<file path="src/rtl/dmem_arbiter_if.sv">
// Bundle of the two requester ports and the data RAM port of dmem_arbiter.
// The arbiter takes the slave view; a requester/RAM environment takes the master view.
interface dmem_arbiter_if #(
    parameter int AW = 32
);
    logic          req0;
    logic          we0;
    logic [AW-1:0] addr0;
    logic [31:0]   wdata0;
    logic          ack0;
    logic          err0;
    logic [31:0]   rdata0;

    logic          req1;
    logic          we1;
    logic [AW-1:0] addr1;
    logic [31:0]   wdata1;
    logic          ack1;
    logic          err1;
    logic [31:0]   rdata1;

    logic          mem_we;
    logic [AW-1:0] mem_a;
    logic [31:0]   mem_wd;
    logic [31:0]   mem_rd;

    modport slave (
        input  req0, we0, addr0, wdata0,
        input  req1, we1, addr1, wdata1,
        input  mem_rd,
        output ack0, err0, rdata0,
        output ack1, err1, rdata1,
        output mem_we, mem_a, mem_wd
    );

    modport master (
        output req0, we0, addr0, wdata0,
        output req1, we1, addr1, wdata1,
        output mem_rd,
        input  ack0, err0, rdata0,
        input  ack1, err1, rdata1,
        input  mem_we, mem_a, mem_wd
    );
endinterface

</file>
<file path="src/rtl/dmem_arbiter.sv">
// Two-port round-robin arbiter/sequencer in front of a single-port word RAM.
// Each access runs IDLE/ACK -> SERVE (one RAM cycle) -> ACK (completion pulse).
module dmem_arbiter #(
    parameter int AW          = 32,
    parameter int DEPTH_WORDS = 64
) (
    input  logic          clk,
    input  logic          reset,
    dmem_arbiter_if.slave bus,
    output logic [1:0]    o_state
);
    // Handshake: a requester raises req_n with we/addr/wdata stable and holds it
    // until ack_n pulses for one cycle (err_n qualifies that pulse). A req_n still
    // high in the cycle after its ack is treated as a fresh request.
    typedef enum logic [1:0] {
        ST_IDLE  = 2'd0,
        ST_SERVE = 2'd1,
        ST_ACK   = 2'd2
    } state_t;

    localparam logic [AW-3:0] W_DEPTH = (AW-2)'(DEPTH_WORDS);

    state_t        r_state;
    state_t        w_next_state;
    logic          r_g;
    logic          r_last;
    logic          r_ack0;
    logic          r_ack1;
    logic          r_err0;
    logic          r_err1;
    logic [31:0]   r_rdata0;
    logic [31:0]   r_rdata1;

    logic          w_elig0;
    logic          w_elig1;
    logic          w_pick;
    logic          w_grant;
    logic          w_serve;
    logic          w_valid;
    logic          w_sel_we;
    logic [AW-1:0] w_sel_addr;
    logic [31:0]   w_sel_wd;

    // The port being acked still holds req during its ack cycle, so it is masked out.
    always_comb begin
        w_elig0 = bus.req0 && !(r_state == ST_ACK && r_g == 1'b0);
        w_elig1 = bus.req1 && !(r_state == ST_ACK && r_g == 1'b1);
        w_pick  = (w_elig0 && w_elig1) ? !r_last : w_elig1;
    end

    always_comb begin
        w_next_state = r_state;
        w_grant      = 1'b0;
        case (r_state)
            ST_IDLE, ST_ACK: begin
                if (w_elig0 || w_elig1) begin
                    w_next_state = ST_SERVE;
                    w_grant      = 1'b1;
                end else begin
                    w_next_state = ST_IDLE;
                end
            end
            ST_SERVE: w_next_state = ST_ACK;
            default:  w_next_state = ST_IDLE;
        endcase
    end

    always_comb begin
        w_serve    = (r_state == ST_SERVE);
        w_sel_addr = r_g ? bus.addr1  : bus.addr0;
        w_sel_we   = r_g ? bus.we1    : bus.we0;
        w_sel_wd   = r_g ? bus.wdata1 : bus.wdata0;
        w_valid    = (w_sel_addr[1:0] == 2'b00) && (w_sel_addr[AW-1:2] < W_DEPTH);
    end

    // Outside SERVE the RAM address/data are don't-care and simply follow port 0.
    assign bus.mem_we = w_serve && w_sel_we && w_valid;
    assign bus.mem_a  = w_serve ? w_sel_addr : bus.addr0;
    assign bus.mem_wd = w_serve ? w_sel_wd   : bus.wdata0;

    always_ff @(posedge clk) begin
        if (reset) begin
            r_state  <= ST_IDLE;
            r_g      <= 1'b0;
            r_last   <= 1'b1;
            r_ack0   <= 1'b0;
            r_ack1   <= 1'b0;
            r_err0   <= 1'b0;
            r_err1   <= 1'b0;
            r_rdata0 <= 32'd0;
            r_rdata1 <= 32'd0;
        end else begin
            r_state <= w_next_state;
            if (w_grant) begin
                r_g    <= w_pick;
                r_last <= w_pick;
            end
            r_ack0 <= w_serve && !r_g;
            r_ack1 <= w_serve && r_g;
            r_err0 <= w_serve && !r_g && !w_valid;
            r_err1 <= w_serve && r_g && !w_valid;
            if (w_serve && !w_sel_we && w_valid) begin
                if (r_g) begin
                    r_rdata1 <= bus.mem_rd;
                end else begin
                    r_rdata0 <= bus.mem_rd;
                end
            end
        end
    end

    assign bus.ack0   = r_ack0;
    assign bus.ack1   = r_ack1;
    assign bus.err0   = r_err0;
    assign bus.err1   = r_err1;
    assign bus.rdata0 = r_rdata0;
    assign bus.rdata1 = r_rdata1;
    assign o_state    = r_state;
endmodule
</file>
<file path="src/flat_wrapper.sv">
// flat-port wrapper written by rule: the top's interface ports become plain ports
module dmem_arbiter_flat 
#(
    parameter int AW          = 32,
    parameter int DEPTH_WORDS = 64
)
  (clk, reset, o_state, bus_req0, bus_we0, bus_addr0, bus_wdata0, bus_req1, bus_we1, bus_addr1, bus_wdata1, bus_mem_rd, bus_ack0, bus_err0, bus_rdata0, bus_ack1, bus_err1, bus_rdata1, bus_mem_we, bus_mem_a, bus_mem_wd);
  dmem_arbiter_if #(.AW(AW)) bus_i ();
  input  logic clk;
  input  logic reset;
  output logic [1:0] o_state;
  input wire logic [$bits(bus_i.req0)-1:0] bus_req0;
  input wire logic [$bits(bus_i.we0)-1:0] bus_we0;
  input wire logic [$bits(bus_i.addr0)-1:0] bus_addr0;
  input wire logic [$bits(bus_i.wdata0)-1:0] bus_wdata0;
  input wire logic [$bits(bus_i.req1)-1:0] bus_req1;
  input wire logic [$bits(bus_i.we1)-1:0] bus_we1;
  input wire logic [$bits(bus_i.addr1)-1:0] bus_addr1;
  input wire logic [$bits(bus_i.wdata1)-1:0] bus_wdata1;
  input wire logic [$bits(bus_i.mem_rd)-1:0] bus_mem_rd;
  output wire logic [$bits(bus_i.ack0)-1:0] bus_ack0;
  output wire logic [$bits(bus_i.err0)-1:0] bus_err0;
  output wire logic [$bits(bus_i.rdata0)-1:0] bus_rdata0;
  output wire logic [$bits(bus_i.ack1)-1:0] bus_ack1;
  output wire logic [$bits(bus_i.err1)-1:0] bus_err1;
  output wire logic [$bits(bus_i.rdata1)-1:0] bus_rdata1;
  output wire logic [$bits(bus_i.mem_we)-1:0] bus_mem_we;
  output wire logic [$bits(bus_i.mem_a)-1:0] bus_mem_a;
  output wire logic [$bits(bus_i.mem_wd)-1:0] bus_mem_wd;
  assign bus_i.req0 = bus_req0;
  assign bus_i.we0 = bus_we0;
  assign bus_i.addr0 = bus_addr0;
  assign bus_i.wdata0 = bus_wdata0;
  assign bus_i.req1 = bus_req1;
  assign bus_i.we1 = bus_we1;
  assign bus_i.addr1 = bus_addr1;
  assign bus_i.wdata1 = bus_wdata1;
  assign bus_i.mem_rd = bus_mem_rd;
  assign bus_ack0 = bus_i.ack0;
  assign bus_err0 = bus_i.err0;
  assign bus_rdata0 = bus_i.rdata0;
  assign bus_ack1 = bus_i.ack1;
  assign bus_err1 = bus_i.err1;
  assign bus_rdata1 = bus_i.rdata1;
  assign bus_mem_we = bus_i.mem_we;
  assign bus_mem_a = bus_i.mem_a;
  assign bus_mem_wd = bus_i.mem_wd;
  dmem_arbiter #(.AW(AW), .DEPTH_WORDS(DEPTH_WORDS)) u_core (.clk(clk), .reset(reset), .bus(bus_i), .o_state(o_state));
endmodule
</file>
<file path="config.mk">
export PLATFORM = sky130hd
export DESIGN_NAME = dmem_arbiter_flat
export DESIGN_NICKNAME = d
export VERILOG_FILES = /design/src/rtl/dmem_arbiter_if.sv /design/src/rtl/dmem_arbiter.sv /design/src/flat_wrapper.sv
export SDC_FILE = /design/constraint.sdc
export NUM_CORES = 1
export LEC_CHECK = 0
export BUFFER_PORTS_ARGS = -buffer_cell sky130_fd_sc_hd__buf_2
export CORE_AREA = 2 2 116 118
export CTS_BUF_LIST = sky130_fd_sc_hd__clkbuf_8
export CTS_CLUSTER_DIAMETER = 80
export DETAILED_ROUTE_END_ITERATION = 10
export DIE_AREA = 0 0 118 120
export PLACE_DENSITY = 0.7
export SLEW_MARGIN = 15
export SYNTH_ARGS = -nofsm -noshare
export SYNTH_HDL_FRONTEND = slang
export SYNTH_SLANG_ARGS = --single-unit
</file>
<file path="constraint.sdc">
create_clock -name clk -period 2.6 [get_ports clk]
set_input_delay 0.39 -clock clk [delete_from_list [all_inputs] [get_ports clk]]
set_output_delay 0.39 -clock clk [all_outputs]
set_load 0.02 [all_outputs]
</file>
==> flow_summary.ini, run 1 <==
[hold_path]
min_path_type = in2reg

[sta]
period_share = 0.926
rsz0062_at_grt = no
tns_ps = 0
finalClockSkew_ps = 6.20
fin_ws_ps = 192
setup_violations = 0
tightest_slew_ps = 597
period_minus_slack_ps = 2410
slew_headroom = 0.602
hold_viol_final = 0
holdWs_ps = 336
slew_violations = 0
fmaxAchievable_ghz = 0.415

[grt]
grt_usage = 0.167
overflow = 0
grt_max_degree = 66
antenna_found_initial = 1
grt_pass1_vias = 3718
grt_pass1_wl_mm = 18.8

[synthesis]
synth_top_family_by_area = multiplexers
synth_area_leaders = dfxtp_1 37%, mux2_2 19%, mux2i_1 17%
syn_nets = 533
synthMuxAreaShare = 0.352
synth-seq-area-share = 0.370
synthesis.area_um2 = 3890
synth_cells = 367
synthSimpleGateAreaFrac = 0.215
avgSynthCellArea_um2 = 10.6
yosys.area.top_type = dfxtp_1
ys_ff_latch = 72
yosysWarnings = 0
ys_types = 25
synthXorXnorAreaFrac = 0
synthAdderAreaFrac = 0
synth_compound_area_frac = 0.0254
synth.top_cell.area_share = 0.370

[die]
ioPinCount = 301
core.rowCount = 42
dieArea_um2 = 14200
core_um2 = 13000
start_util = 0.300
die_width_um = 118
die_h_um = 120

[clock_tree]
cts_setup_buffers = 0
clockBufferDepth = 2
clk_latency_ps = 340
clock-sinks = 72
clk_pin_slew_ps = 70
cts-buffers-inserted = 9
cts_tree = yes
cts_root_buf = clkbuf_8
htree_num_levels = 3

[setup_path]
r2r-end = u_core.bus.rdata0[22]
path_class = reg2out
cp_slowest_cell = or4b_1
r2r-start = u_core.r_g
rrSetupSlack_ps = 520
required_ps = 2210
startpoint = u_core.r_g
cp.arrival_ps = 2020
end_kind = output pin
cp_cell_sequence = or4b_1 -> nor4_4 -> o21ai_1 -> nor3_1 -> buf_2
cp_max_fo = 5
startpoint_type = flip-flop
r2r_cells = 6
slowest_delay_ps = 500
endpoint = bus_mem_we

[place]
place_congestion = 0.904
place_area_um2 = 5580
dp_slack_ps = 292
hpwlAfterDp_mm = 9.80
io_buffers = 300
dpl.cell_count = 827

[finish]
multiInputGateArea_um2 = 2310
finish.utilization = 0.442
fin_nets = 828
final-seq-area_um2 = 1440
nFillCells = 1293
drive_gt1_frac = 0.588
design_area_um2 = 5730
area_delta_synth_final_pct = 47.2
layout_common_cells = 300 x buf_2, 98 x nand2b_1, 71 x dfxtp_1
mostFrequentLayoutCell = buf_2
stdcell_count = 842

[drt]
drcViolationCount = 0
vias = 3701
detail-route-antenna-nets = 0
avgViaCountPerCell = 4.40
firstDrtPassIters = 4
routed_wl_mm = 12.3
drt_iter0_markers = 131
wire_per_inst_um = 14.6

[power_and_ir_drop]
peakVddDrop_v = 0.000177
p_leak_nw = 3.18
p_per_area_nw_per_um2 = 407
p_total_mw = 2.33

[job]
max_cap_violations = 0

[run_status]
status = finished clean
## layer usage
layer	vias up	routed length, um	global-route usage
li1	1862	-	-
met1	1679	5220	0.200
met2	151	6130	0.298
met3	9	711	0.0404
met4	0	206	0.0497
met5	-	0	0
## what timing repair did
item                                    CTS  global route
hold buffers                              0             0
gates resized for setup                   0             2
hold endpoints to repair                  0             0
endpoints found under the setup margin    0             1
## sequential cells by signal, summed over array words and instances (netlist names)
| register | count |
|---|---|
| u_core.bus.ack0 | 1 |
| u_core.bus.ack1 | 1 |
| u_core.bus.err0 | 1 |
| u_core.bus.err1 | 1 |
| u_core.bus.rdata0 | 32 |
| u_core.bus.rdata1 | 32 |
| u_core.o_state | 2 |
| u_core.r_g | 1 |
| u_core.r_last | 1 |
## worst min path at each step
stage / cells past startpoint / start / endpoint
global route: 3 / bus_mem_rd[14] / u_core.bus.rdata0[14]
global placement: 1 / u_core.r_last / u_core.r_last
CTS: 3 / bus_mem_rd[14] / u_core.bus.rdata0[14]
floorplan: 1 / u_core.r_last / u_core.r_last
detailed placement: 2 / u_core.bus.rdata1[30] / u_core.bus.rdata1[30]
finish: 3 / bus_mem_rd[17] / u_core.bus.rdata1[17]
## where the power goes
group / total, mW / leakage (nW) / internal, mW / switching [mW]
logic: 0.486 / 2.51 / 0.238 / 0.248
registers: 1.12 / 0.581 / 1.11 / 0.00695
clock network: 0.731 / 0.0918 / 0.350 / 0.381
total: 2.33 / 3.18 / 1.70 / 0.635
## synth_stat cells
master and number:
nand2b_1 98, dfxtp_1 72, mux2i_1 65, mux2_2 64
clkbuf_1 18, buf_6 7, nor4_1 7, nor2_1 6
nor3_1 5, and2_1 3, nand2_1 3, a21oi_1 2
nand3_1 2, nor4_2 2, o211ai_4 2, o21ai_0 2
a211o_1 1, nand3b_1 1, nand4_1 1, nor3b_1 1
nor4_4 1, nor4b_1 1, o41ai_4 1, or3_1 1
or4b_1 1
## cell type report
cell class                      count  share of cell area
Clock buffer                       10              0.0240
Tap cell                          176              0.0384
Antenna cell                        1            0.000436
Clock inverter                      4             0.00284
Timing Repair Buffer              309               0.280
Multi-Input combinational cell    270               0.402
Sequential cell                    72               0.252
## logic make-up (layout without fill, tap and decap cells)
kind of cell | Yosys count | after routing
other | 0 | 1
AOI/OAI and AO/OA | 8 | 8
and+or+nand+nor | 133 | 133
buffers and inverters | 25 | 323
muxes | 129 | 129
DFF | 72 | 72
## worst max-delay path: cells and delay by family, from the launching register on
kind / cells / cell delay, ps
and+or+nand+nor: 3 / 940
DFF: 1 / 400
buffers and inverters: 1 / 190
AOI/OAI and AO/OA: 1 / 150
(Power assumes the default switching activity.)
==> inputs of run 2 (changes only) <==
ABC_AREA = 1   (was default)
CORE_AREA = 2 2 118 120   (was 2 2 116 118)
DIE_AREA = 0 0 120 122   (was 0 0 118 120)
MAX_ROUTING_LAYER = met4   (was default)
PLACE_DENSITY = default   (was 0.7)
==> flow_summary.ini, run 2 <==
[power_and_ir_drop]
peakVddDrop_v = 0.000172
p_sw_frac = 0.306
clkPwrFrac = 0.332
p_per_area_nw_per_um2 = 418
p_leak_nw = 3.69
p_int_mw = 1.66
p_seq_frac = 0.464
switchingPower_uw = 735
pwr-share-comb = 0.204

[clock_tree]
cts_hold_buf = 0
clock-sinks = 72
cts-buffers-inserted = 9
cts_root_buf = clkbuf_8
cts_tree = yes
clk_latency_ps = 350
clk_pin_slew_ps = 80
clockBufferDepth = 2
htree_num_levels = 3

[die]
core.rowCount = 43
start_util = 0.291
core_um2 = 13500
dieArea_um2 = 14600
die_h_um = 122
ioPinCount = 301
die_width_um = 120

[synthesis]
yosys-top-cells-count = 331 x nand2_1, 160 x nor2_1, 77 x inv_1
synth_cells = 700
ys_ff_latch = 72
ys_async_sr_fraction = 0
yosysWarnings = 0
synth_ff_type = dfxtp_1
synth.top_cell.area_share = 0.367
synth_area_leaders = dfxtp_1 37%, nand2_1 32%, nor2_1 15%
synth_most_common_cell = nand2_1
ys_types = 15
avgSynthCellArea_um2 = 5.61
syn_nets = 866
synthesis.area_um2 = 3930
synth-seq-area-share = 0.367
yosys.area.top_type = dfxtp_1
synth_edf_count = 0

[setup_path]
startpoint_type = flip-flop
cp_max_fo = 57
r2r_cells = 11
cp_top_family = buffers and inverters
r2r-end = u_core.bus.rdata0[6]
cp_cell_sequence = inv_1 -> nor2_1 -> inv_1 -> nor2_4 -> buf_6 -> nand2_1 -> nand2_1 -> buf_2
end_kind = output pin
cp_slowest_cell = dfxtp_1
rrSetupSlack_ps = 600
required_ps = 2210
r2r-start = u_core.r_g
cp.arrival_ps = 1980
cp_num_buf_inv = 4
slowest_delay_ps = 360
path_class = reg2out

[sta]
slew_violations = 0
fmaxAchievable_ghz = 0.421
period_share = 0.913
period_minus_slack_ps = 2370
finalClockSkew_ps = 12.0
rsz0062_at_grt = no
tightest_slew_ps = 662
tns_ps = 0
hold_viol_final = 0
setup_violations = 0
slew_headroom = 0.559

[finish]
layout_common_cells = 331 x nand2_1, 300 x buf_2, 159 x nor2_1
mostFrequentLayoutCell = nand2_1
finish.utilization = 0.425
area_delta_synth_final_pct = 45.9
nFillCells = 1535
fin_nets = 1151
drive_gt1_frac = 0.333

[job]
max_cap_violations = 0

[hold_path]
hold_depth = 3
whs_endpoint = u_core.bus.rdata1[28]
min_path_type = in2reg
hp-start = bus_mem_rd[28]

[drt]
drcViolationCount = 0
vias = 4829
firstDrtPassIters = 4
wire_per_inst_um = 13.2
routed_wl_mm = 15.4
avgViaCountPerCell = 4.12
drt_iter0_markers = 327
detail-route-antenna-nets = 0

[grt]
grt_usage = 0.209
grt_pass1_wl_mm = 22.8
grt_max_degree = 72
grt_pass1_vias = 4343
antenna_found_initial = 2
overflow = 0

[place]
place_congestion = 0.946
io_buffers = 300
hpwlAfterDp_mm = 12.3

[run_status]
status = finished clean
[run 2: power groups by stage]
stage	clock [mW]	combinational, mW	sequential (mW)
after floorplan	0	0.221	1.14
after global placement	0	0.487	1.14
after detailed placement	0	0.487	1.14
after CTS	0.838	0.489	1.11
after global routing	0.882	0.531	1.11
final	0.796	0.488	1.11
[run 2: area by class of cell]
type / count / area [um^2] / share of cell area
Multi-Input combinational cell: 516 / 2010 / 0.351
Antenna cell: 2 / 5.00 / 0.000873
Inverter: 79 / 299 / 0.0521
Timing Repair Buffer: 307 / 1580 / 0.276
Clock buffer: 10 / 138 / 0.0240
Clock inverter: 5 / 32.5 / 0.00567
Tap cell: 180 / 225 / 0.0393
Sequential cell: 72 / 1440 / 0.251
[run 2: cell families (layout without fill, tap and decap cells)]
family | after synthesis | count (layout) | share of synthesized area
AO/OA/AOI/OAI | 13 | 13 | 0.0166
buffers and inverters | 112 | 401 | 0.124
flip-flops | 72 | 72 | 0.367
other | 0 | 2 | 0
AND/OR/NAND/NOR | 503 | 503 | 0.493
[run 2: per-layer routing]
| metal | global-route usage | vias up | wire (um) |
|---|---|---|---|
| li1 | - | 2601 | - |
| met2 | 0.335 | 191 | 7200 |
| met3 | 0.0604 | 28 | 1160 |
| met5 | - | - | 0 |
| met1 | 0.244 | 2009 | 6450 |
| met4 | 0.0897 | 0 | 609 |
[run 2: timing repair]
action / in CTS / in global routing
endpoints found under the hold margin: 0 / 0
resized for setup: 1 / 1
buffers inserted: 0 / 0
endpoints found under the setup margin: 20 / 51
[run 2: worst max-delay path by stage]
stage                            from             end  slack, ps  depth (start not counted)
floorplan           u_core.o_state[0]   bus_mem_a[26]        510                          7
global placement    u_core.o_state[0]  bus_mem_wd[13]        330                          9
detailed placement  u_core.o_state[0]   bus_mem_wd[7]        290                          9
CTS                 u_core.o_state[0]  bus_mem_wd[24]         40                          8
global route        u_core.o_state[0]  bus_mem_wd[13]         20                          9
finish              u_core.o_state[0]  bus_mem_wd[24]        230                          8
[run 2: through the flow]
stage / cell area [um^2] / hold slack (ps) / power (mW) / cells / setup WS (ps)
floorplan: 3930 / 429 / 1.36 / 700 / 511
global placement: 5550 / 449 / 1.63 / 1154 / 332
detailed placement: 5550 / 442 / 1.63 / 1154 / 290
CTS: 5730 / 256 / 2.44 / 1169 / 38.6
global route: 5730 / 266 / 2.53 / 1171 / 21.9
finish: 5730 / 279 / 2.40 / 1171 / 226
[run 2: worst register-to-register path, stage by stage, from the launching register on]
cell and delay [ps]:
dfxtp_1 350, buf_4 180, nor2_1 60, nand2_1 60, nor2_1 40, nand2_1 50, nand2_1 190, nand4_4 160
buf_4 520, nand2_1 150, nand2_1 90, nor2_1 40
==> inputs of run 3 (changes only) <==
ABC_AREA = 0   (was 1)
CORE_AREA = 2 2 116 118   (was 2 2 118 120)
DIE_AREA = 0 0 118 120   (was 0 0 120 122)
PLACE_DENSITY = 0.72   (was default)
==> flow_summary.ini, run 3 (synthesized netlist as in run 1, its figures left out) <==
[sta]
slew_violations = 0
period_minus_slack_ps = 2430
rsz0062_at_grt = no
fin_ws_ps = 169
period_share = 0.935
tightest_slew_ps = 602
hold_viol_final = 0
holdWs_ps = 328
slew_headroom = 0.598
tns_ps = 0
setup_violations = 0
finalClockSkew_ps = 10.1
fmaxAchievable_ghz = 0.411

[finish]
nFillCells = 1320
final-seq-area_um2 = 1440
drive_gt1_frac = 0.592
antenna_cells = 0
mostFrequentLayoutCell = buf_2
multiInputGateArea_um2 = 2310
area_delta_synth_final_pct = 47.7
layout_common_cells = 300 x buf_2, 98 x nand2b_1, 71 x dfxtp_1
fin_nets = 827

[setup_path]
cp.arrival_ps = 2040
path_class = reg2out
end_kind = output pin
rrSetupSlack_ps = 500
required_ps = 2210
startpoint_type = flip-flop
cp_max_fo = 5

[drt]
routed_wl_mm = 12.3
drcViolationCount = 0
detail-route-antenna-nets = 0
avgViaCountPerCell = 4.44
drt_iter0_markers = 159
vias = 3735
wire_per_inst_um = 14.6
firstDrtPassIters = 4

[power_and_ir_drop]
peakVddDrop_v = 0.000240
p_leak_nw = 3.18
p_total_mw = 2.48
p_per_area_nw_per_um2 = 431

[place]
place_congestion = 0.916
dp_slack_ps = 282
io_buffers = 300
hpwlAfterDp_mm = 9.79

[clock_tree]
cts_tree = yes
cts_root_buf = clkbuf_8
clk_pin_slew_ps = 80
clockBufferDepth = 2
htree_num_levels = 3
clock-sinks = 72
cts-buffers-inserted = 9
clk_latency_ps = 340
cts_setup_buffers = 0

[grt]
overflow = 0
grt_usage = 0.175
grt_max_degree = 66
antenna_found_initial = 0
grt_pass1_wl_mm = 19.0
grt_pass1_vias = 3755

[die]
die_h_um = 120
dieArea_um2 = 14200
core_um2 = 13000
start_util = 0.300
ioPinCount = 301
core.rowCount = 42
die_width_um = 118

[job]
max_cap_violations = 0

[run_status]
status = finished clean

[hold_path]
min_path_type = in2reg
[run 3: repair_timing]
| item | in CTS | in global routing |
|---|---|---|
| endpoints found under the hold margin | 0 | 0 |
| resized for setup | 1 | 1 |
| setup endpoints to repair | 1 | 1 |
| hold buffers | 0 | 0 |
| pin swaps | 0 | 0 |
[run 3: path summary, 6_finish.rpt]
check,start,end,cells after the start
min,bus_mem_rd[22],u_core.bus.rdata1[22],3
max,u_core.r_g,bus_mem_we,5
max reg2reg,u_core.r_g,u_core.bus.rdata0[4],6
min reg2reg,u_core.bus.rdata0[0],u_core.bus.rdata0[0],2
[run 3: through the flow]
stage,cell area [um^2],std cells,utilization
floorplan,3890,367,-
global placement,5560,826,0.428
detailed placement,5560,826,0.428
CTS,5750,842,0.443
global route,5750,842,0.443
finish,5750,842,0.443
[run 3: power by group]
group | leakage (nW) | total (mW) | switching [mW] | internal [mW]
Sequential | 0.581 | 1.12 | 0.00708 | 1.11
Combinational | 2.50 | 0.491 | 0.253 | 0.238
Clock | 0.103 | 0.873 | 0.409 | 0.464
Total | 3.18 | 2.48 | 0.669 | 1.81
[run 3: worst max-delay path: stages (launching register included)]
cell     delay, ps
dfxtp_2        410
or4b_1         510
nor4_4         260
o21ai_1        150
nor3_1         180
buf_2          190
[run 3: layout make-up]
type / instances / share of cell area
repair buffers: 308 / 0.276
clock inverters: 6 / 0.0104
well taps: 176 / 0.0383
multi-input cells: 270 / 0.401
flip-flops and latches: 72 / 0.251
clock buffers: 10 / 0.0239
[run 3: metal layers]
metal | GRT usage | vias up | part of all wire
li1 | - | 1871 | -
met1 | 0.200 | 1709 | 0.42
met2 | 0.311 | 147 | 0.52
met3 | 0.0380 | 8 | 0.053
met4 | 0.0437 | 0 | 0.011
met5 | - | - | 0
